===== src/rtl/zx_autotype_sched.sv =====
// -----------------------------------------------------------------------------
// zx_autotype_sched
// Autotype scheduler for the ZX Spectrum 8x5 key matrix. Key codes from a
// loader/OSD are queued in a small FIFO. Each code is then pressed for
// HOLD_TICKS video frames and released for GAP_TICKS frames. The injected keys
// are merged with the live PS/2 matrix, and the result serves the CPU port-0xFE
// row read selected by addr_hi.
//
// Build option: define AUTOTYPE_LIVE_MASK_EN to ignore live keys while a key is
// being played back. This covers both the PRESS and GAP states. When the macro
// is left undefined, live and injected keys are always wired-ANDed.
//
// Ports
//   clk            system clock
//   rst_n          asynchronous reset, active low
//   frame_tick     one-cycle pulse per video frame
//   in_code[7:0]   [7]=CAPS SHIFT, [6]=SYM SHIFT, [5:0]=key index (40..63 = pause)
//   in_valid       in_code valid
//   in_ready       FIFO has room
//   inject_en      playback enable
//   abort          flush the queue and release all keys (synchronous)
//   live_matrix_n  live keys, active low, bit index = row*5+col
//   addr_hi[7:0]   CPU A15..A8; a low bit r selects row r
//   key_data_n[4:0] merged row data, active low (combinational)
//   busy           a key is in progress or the FIFO is non-empty
// -----------------------------------------------------------------------------
module zx_autotype_sched #(
  parameter int HOLD_TICKS = 3,
  parameter int GAP_TICKS  = 2,
  parameter int FIFO_AW    = 3
) (
  input  logic        clk,
  input  logic        rst_n,
  input  logic        frame_tick,
  input  logic [7:0]  in_code,
  input  logic        in_valid,
  output logic        in_ready,
  input  logic        inject_en,
  input  logic        abort,
  input  logic [39:0] live_matrix_n,
  input  logic [7:0]  addr_hi,
  output logic [4:0]  key_data_n,
  output logic        busy
);

  localparam int DEPTH = 1 << FIFO_AW;

  typedef enum logic [1:0] {ST_IDLE, ST_PRESS, ST_GAP} state_t;

  logic [7:0]         fifo_mem [DEPTH];
  logic [FIFO_AW-1:0] wr_ptr_q, rd_ptr_q;
  logic [FIFO_AW:0]   count_q;

  state_t      state_q, state_d;
  logic [7:0]  code_q, code_d;
  logic [7:0]  cnt_q, cnt_d;
  logic [7:0]  cnt_inc;
  logic        push, pop;
  logic [39:0] overlay;
  logic [39:0] live_eff;
  logic [4:0]  row_sel [8];
  logic [4:0]  key_acc;

  // The count only reaches its top bit when exactly DEPTH entries are held.
  assign in_ready = ~count_q[FIFO_AW];
  assign push     = in_valid && in_ready && !abort;
  assign pop      = (state_q == ST_IDLE) && inject_en && (count_q != '0) && !abort;
  assign busy     = (state_q != ST_IDLE) || (count_q != '0);

  // ---------------------------------------------------------------- FIFO
  always_ff @(posedge clk) begin
    if (push) begin
      fifo_mem[wr_ptr_q] <= in_code;
    end
  end

  always_ff @(posedge clk or negedge rst_n) begin
    if (!rst_n) begin
      wr_ptr_q <= '0;
      rd_ptr_q <= '0;
      count_q  <= '0;
    end else if (abort) begin
      wr_ptr_q <= '0;
      rd_ptr_q <= '0;
      count_q  <= '0;
    end else begin
      if (push) wr_ptr_q <= wr_ptr_q + {{(FIFO_AW-1){1'b0}}, 1'b1};
      if (pop)  rd_ptr_q <= rd_ptr_q + {{(FIFO_AW-1){1'b0}}, 1'b1};
      case ({push, pop})
        2'b10:   count_q <= count_q + {{FIFO_AW{1'b0}}, 1'b1};
        2'b01:   count_q <= count_q - {{FIFO_AW{1'b0}}, 1'b1};
        default: count_q <= count_q;
      endcase
    end
  end

  // ---------------------------------------------------------------- FSM
  always_ff @(posedge clk or negedge rst_n) begin
    if (!rst_n) begin
      state_q <= ST_IDLE;
      code_q  <= '0;
      cnt_q   <= '0;
    end else begin
      state_q <= state_d;
      code_q  <= code_d;
      cnt_q   <= cnt_d;
    end
  end

  // The frame counter saturates instead of wrapping.
  assign cnt_inc = (cnt_q == 8'hFF) ? cnt_q : cnt_q + 8'd1;

  always_comb begin
    state_d = state_q;
    code_d  = code_q;
    cnt_d   = cnt_q;
    if (abort) begin
      state_d = ST_IDLE;
      cnt_d   = '0;
    end else begin
      case (state_q)
        ST_IDLE: begin
          // A tick arriving in the pop cycle is not counted.
          if (pop) begin
            state_d = ST_PRESS;
            code_d  = fifo_mem[rd_ptr_q];
            cnt_d   = '0;
          end
        end
        ST_PRESS: begin
          if (frame_tick) begin
            if (int'(cnt_inc) >= HOLD_TICKS) begin
              state_d = ST_GAP;
              cnt_d   = '0;
            end else begin
              cnt_d = cnt_inc;
            end
          end
        end
        ST_GAP: begin
          if (frame_tick) begin
            if (int'(cnt_inc) >= GAP_TICKS) begin
              state_d = ST_IDLE;
              cnt_d   = '0;
            end else begin
              cnt_d = cnt_inc;
            end
          end
        end
        default: begin
          state_d = ST_IDLE;
          cnt_d   = '0;
        end
      endcase
    end
  end

  // ---------------------------------------------------------------- overlay
  // Pause indices (40..63) press no key, but the modifier bits still apply.
  always_comb begin
    overlay = '0;
    if (state_q == ST_PRESS) begin
      if (code_q[5:0] < 6'd40) overlay[code_q[5:0]] = 1'b1;
      if (code_q[7])           overlay[0]           = 1'b1;
      if (code_q[6])           overlay[36]          = 1'b1;
    end
  end

`ifdef AUTOTYPE_LIVE_MASK_EN
  assign live_eff = (state_q != ST_IDLE) ? '1 : live_matrix_n;
`else
  assign live_eff = live_matrix_n;
`endif

  // Rows that are not addressed contribute all-ones to the AND.
  for (genvar gi = 0; gi < 8; gi++) begin : g_row
    assign row_sel[gi] = addr_hi[gi] ? 5'h1F
                                     : (live_eff[gi*5 +: 5] & ~overlay[gi*5 +: 5]);
  end

  always_comb begin
    key_acc = 5'h1F;
    for (int r = 0; r < 8; r++) begin
      key_acc = key_acc & row_sel[r];
    end
  end

  assign key_data_n = key_acc;

endmodule


===== config.mk =====
export PLATFORM = sky130hd
export DESIGN_NAME = zx_autotype_sched
export DESIGN_NICKNAME = d
export VERILOG_FILES = /design/src/rtl/zx_autotype_sched.sv
export SDC_FILE = /design/constraint.sdc
export NUM_CORES = 1
export LEC_CHECK = 0
export ABC_AREA = 1
export CORE_ASPECT_RATIO = 1.75
export CORE_MARGIN = 5
export CORE_UTILIZATION = 45
export CTS_CLUSTER_SIZE = 25
export DETAILED_ROUTE_END_ITERATION = 8
export DONT_BUFFER_PORTS = 1
export PLACE_DENSITY_LB_ADDON = 0.12
export SLEW_MARGIN = 0
export SYNTH_ARGS = -nofsm -noshare
export SYNTH_HDL_FRONTEND = slang
export SYNTH_SLANG_ARGS = --single-unit

===== constraint.sdc =====
create_clock -name clk -period 2.4 [get_ports clk]
set_input_delay 0.6 -clock clk [delete_from_list [all_inputs] [get_ports clk]]
set_output_delay 0.6 -clock clk [all_outputs]
set_load 0.005 [all_outputs]

==> impl_metrics.toml <==
[detailed_routing]
viasPerCell = 5.64
drc_errors = 0
dr.pass1.iters = 4
drtIter0Drc = 182
finalWirelength_um = 11500
routedWlPerCell_um = 17.8
antenna_left = 0
routed-via-count = 3646

[timing]
period_share_pct = 101
max_freq_mhz = 412
finClkSkew_ps = 7.26
finalHoldViolCount = 0
tightest_slew_ps = 654
drv_slew = 0
min_period_ps = 2430
timing.hold.ws_ps = 75.1
rsz0062_at_grt = "true"
slew_headroom_pct = 56.4
setup_viol = 1
final.setup.worst_slack_ps = -29.6
finalSetupTns_ps = -29.6

[yosys]
ys_ff_latch = 92
syn_nets = 566
synth_area_sq_um = 4640
postSynthAreaPerCell_sq_um = 9.38
synthFlopType = "edfxtp_1"
synth_cell_type_count = 36
synthCells = 495
async_flop_share_pct = 30.4
synth_seq_area_share_pct = 56.5
synth_edf_count = 64
yosysWarningCount = 0

[outcome]
status = "finished, violations left"
violations = "negative setup slack"

[global_route]
first_global_vias = 3619
antenna_found_initial = 0
grt.total_usage_pct = 19.0
grt_pass1_wl_um = 18100
grt_max_degree = 35
grt_overflow = 0

[power]
total_power_mw = 4.85
peakVddDrop_mv = 0.852
p_leak_nw = 2.04
power_density_nw_per_um2 = 907

[worst_setup_path]
path_class = "register to primary output"
cpMaxStageDelayCell = "dfrtp_1"
end_kind = "primary output"
r2r_setup_slack_ps = 190
r2r_cells = 14
arrival_ps = 1830
worstPathRequired_ps = 1800
cp-start-kind = "register"
worst_r2r_startpoint = "state_q[0]"
cpPeakStageDelay_ps = 400
crit_fanout = 7
r2r_end = "count_q[3]"
crit_chain = "inv_2 -> ha_4 -> inv_4 -> nor2_4 -> nand3_4 -> inv_2 -> nand2_1 -> a21oi_2 -> nor4_2 -> buf_4"
cp.buffers_inverters = 4
cp_top_family = "simple AND/OR/NAND/NOR gates"
worst_path_most_repeated_cell = "inv_2"

[floorplan]
die_area_sq_um = 12500
core.rowCount = 49
dieHeight_um = 144
die_w_um = 86.8
core_sq_um = 10200
io_pins = 69
initial_core_util_pct = 45.6

[cts]
path_clk_slew_ps = 70
root_buffer = "clkbuf_16"
cts_buffers = 9
clock_path_buffers = 2
cts_tree = "built"
htree_levels = 3
clk_latency_ps = 330
clock-sinks = 92

[run]
drv_cap = 0

[placement]
placed_cell_area_sq_um = 4860
dp_hpwl_um = 8420
gp_congestion = 0.918
io_buffers = 0

[cells_and_area]
layout-drive-gt1-share_pct = 17.3
design_area_sq_um = 5350
area_growth_pct = 15.2
multiInputGateArea_sq_um = 1900
final_nets = 585
final_common_cell = "nand2_1"
most-common-layout-cells = "nand2_1 (77), o21ai_0 (65), edfxtp_1 (64)"
fill_cells = 950
n_antenna_cell = 0
regArea_sq_um = 2620

[min_path]
hp-class = "input port to asynchronous set/reset pin"
[worst max-delay path by stage]
stage	from	endpoint	slack, ps	depth (start not counted)
2_1_floorplan	abort	count_q[3]	240	12
3_3_place_gp	state_q[1]	key_data_n[2]	150	10
3_5_place_dp	state_q[1]	key_data_n[2]	30	10
4_1_cts	state_q[1]	key_data_n[2]	-40	10
5_1_grt	state_q[1]	key_data_n[2]	-150	10
6_report	state_q[1]	key_data_n[2]	-30	10
[power breakdown]
group          internal (mW)  switching, mW
logic                  0.497          0.958
registers               1.86          0.149
clock network          0.810          0.581
[cells by family (layout without fill, tap and decap cells)]
group / count (synthesis) / count (layout) / synth area share [%]
AND/OR/NAND/NOR: 199 / 199 / 19.4
AO/OA/AOI/OAI: 129 / 129 / 15.9
flip-flops: 92 / 92 / 56.5
buffers and inverters: 64 / 88 / 5.31
adder cells (fa/ha/maj): 9 / 9 / 2.59
XOR/XNOR: 2 / 2 / 0.377
[stage by stage]
step	util, %	cells	setup WS [ps]
after floorplan	-	495	237
after global placement	47.8	624	146
after detailed placement	47.8	624	32.1
after CTS	52.1	646	-40.6
after global routing	52.6	646	-148
final	52.6	646	-29.6
[per-layer routing]
metal	vias to the layer above	global-route usage (%)	wire length (um)
met5	-	0	0
met4	0	8.62	403
met3	33	3.93	537
met2	121	34.9	6320
met1	1721	20.4	4260
li1	1771	-	-
[cell type report]
type,count,area share [%]
clock inverters,7,1.36
repair buffers,22,3.32
flip-flops and latches,92,49.0
well taps,127,2.97
multi-input cells,339,35.6
inverters,50,3.56
clock buffers,9,4.21
[Yosys cell counts (2+ instances only)]
cell type | n | area share, %
nand3_2 | 4 | 0.86
xnor2_1 | 2 | 0.38
inv_2 | 9 | 0.73
nor2_4 | 2 | 0.48
nand3_1 | 21 | 2.3
or2_2 | 2 | 0.27
nand4_2 | 2 | 0.54
ha_1 | 8 | 2.2
a21oi_1 | 8 | 0.86
nor2_2 | 4 | 0.54
o21ai_1 | 16 | 1.7
o21ai_0 | 69 | 7.4
nor2_1 | 64 | 5.2
nand4_1 | 10 | 1.3
o221ai_1 | 9 | 1.7
dfrtp_1 | 28 | 15
nand2_2 | 3 | 0.40
a211oi_1 | 3 | 0.48
a22o_1 | 2 | 0.38
buf_2 | 2 | 0.22
nor3_1 | 5 | 0.54
o211ai_1 | 8 | 1.3
nand2_1 | 80 | 6.5
edfxtp_1 | 64 | 41
clkbuf_1 | 10 | 0.81
inv_1 | 41 | 3.3
o22ai_1 | 10 | 1.3
[sequential cells by signal (all words and copies together), names as in the netlist]
signal	count
code_q	8
count_q	4
rd_ptr_q	3
state_q	2
cnt_q	8
fifo_mem	64
wr_ptr_q	3
[repair_timing]
action	4_1_cts	5_1_grt
setup endpoints to repair	5	6
hold buffers	1	0
setup buffers	5	0
pin swaps	4	7
resized for setup	23	13
hold endpoints to repair	28	0
Power figures use the tool's default switching activity.
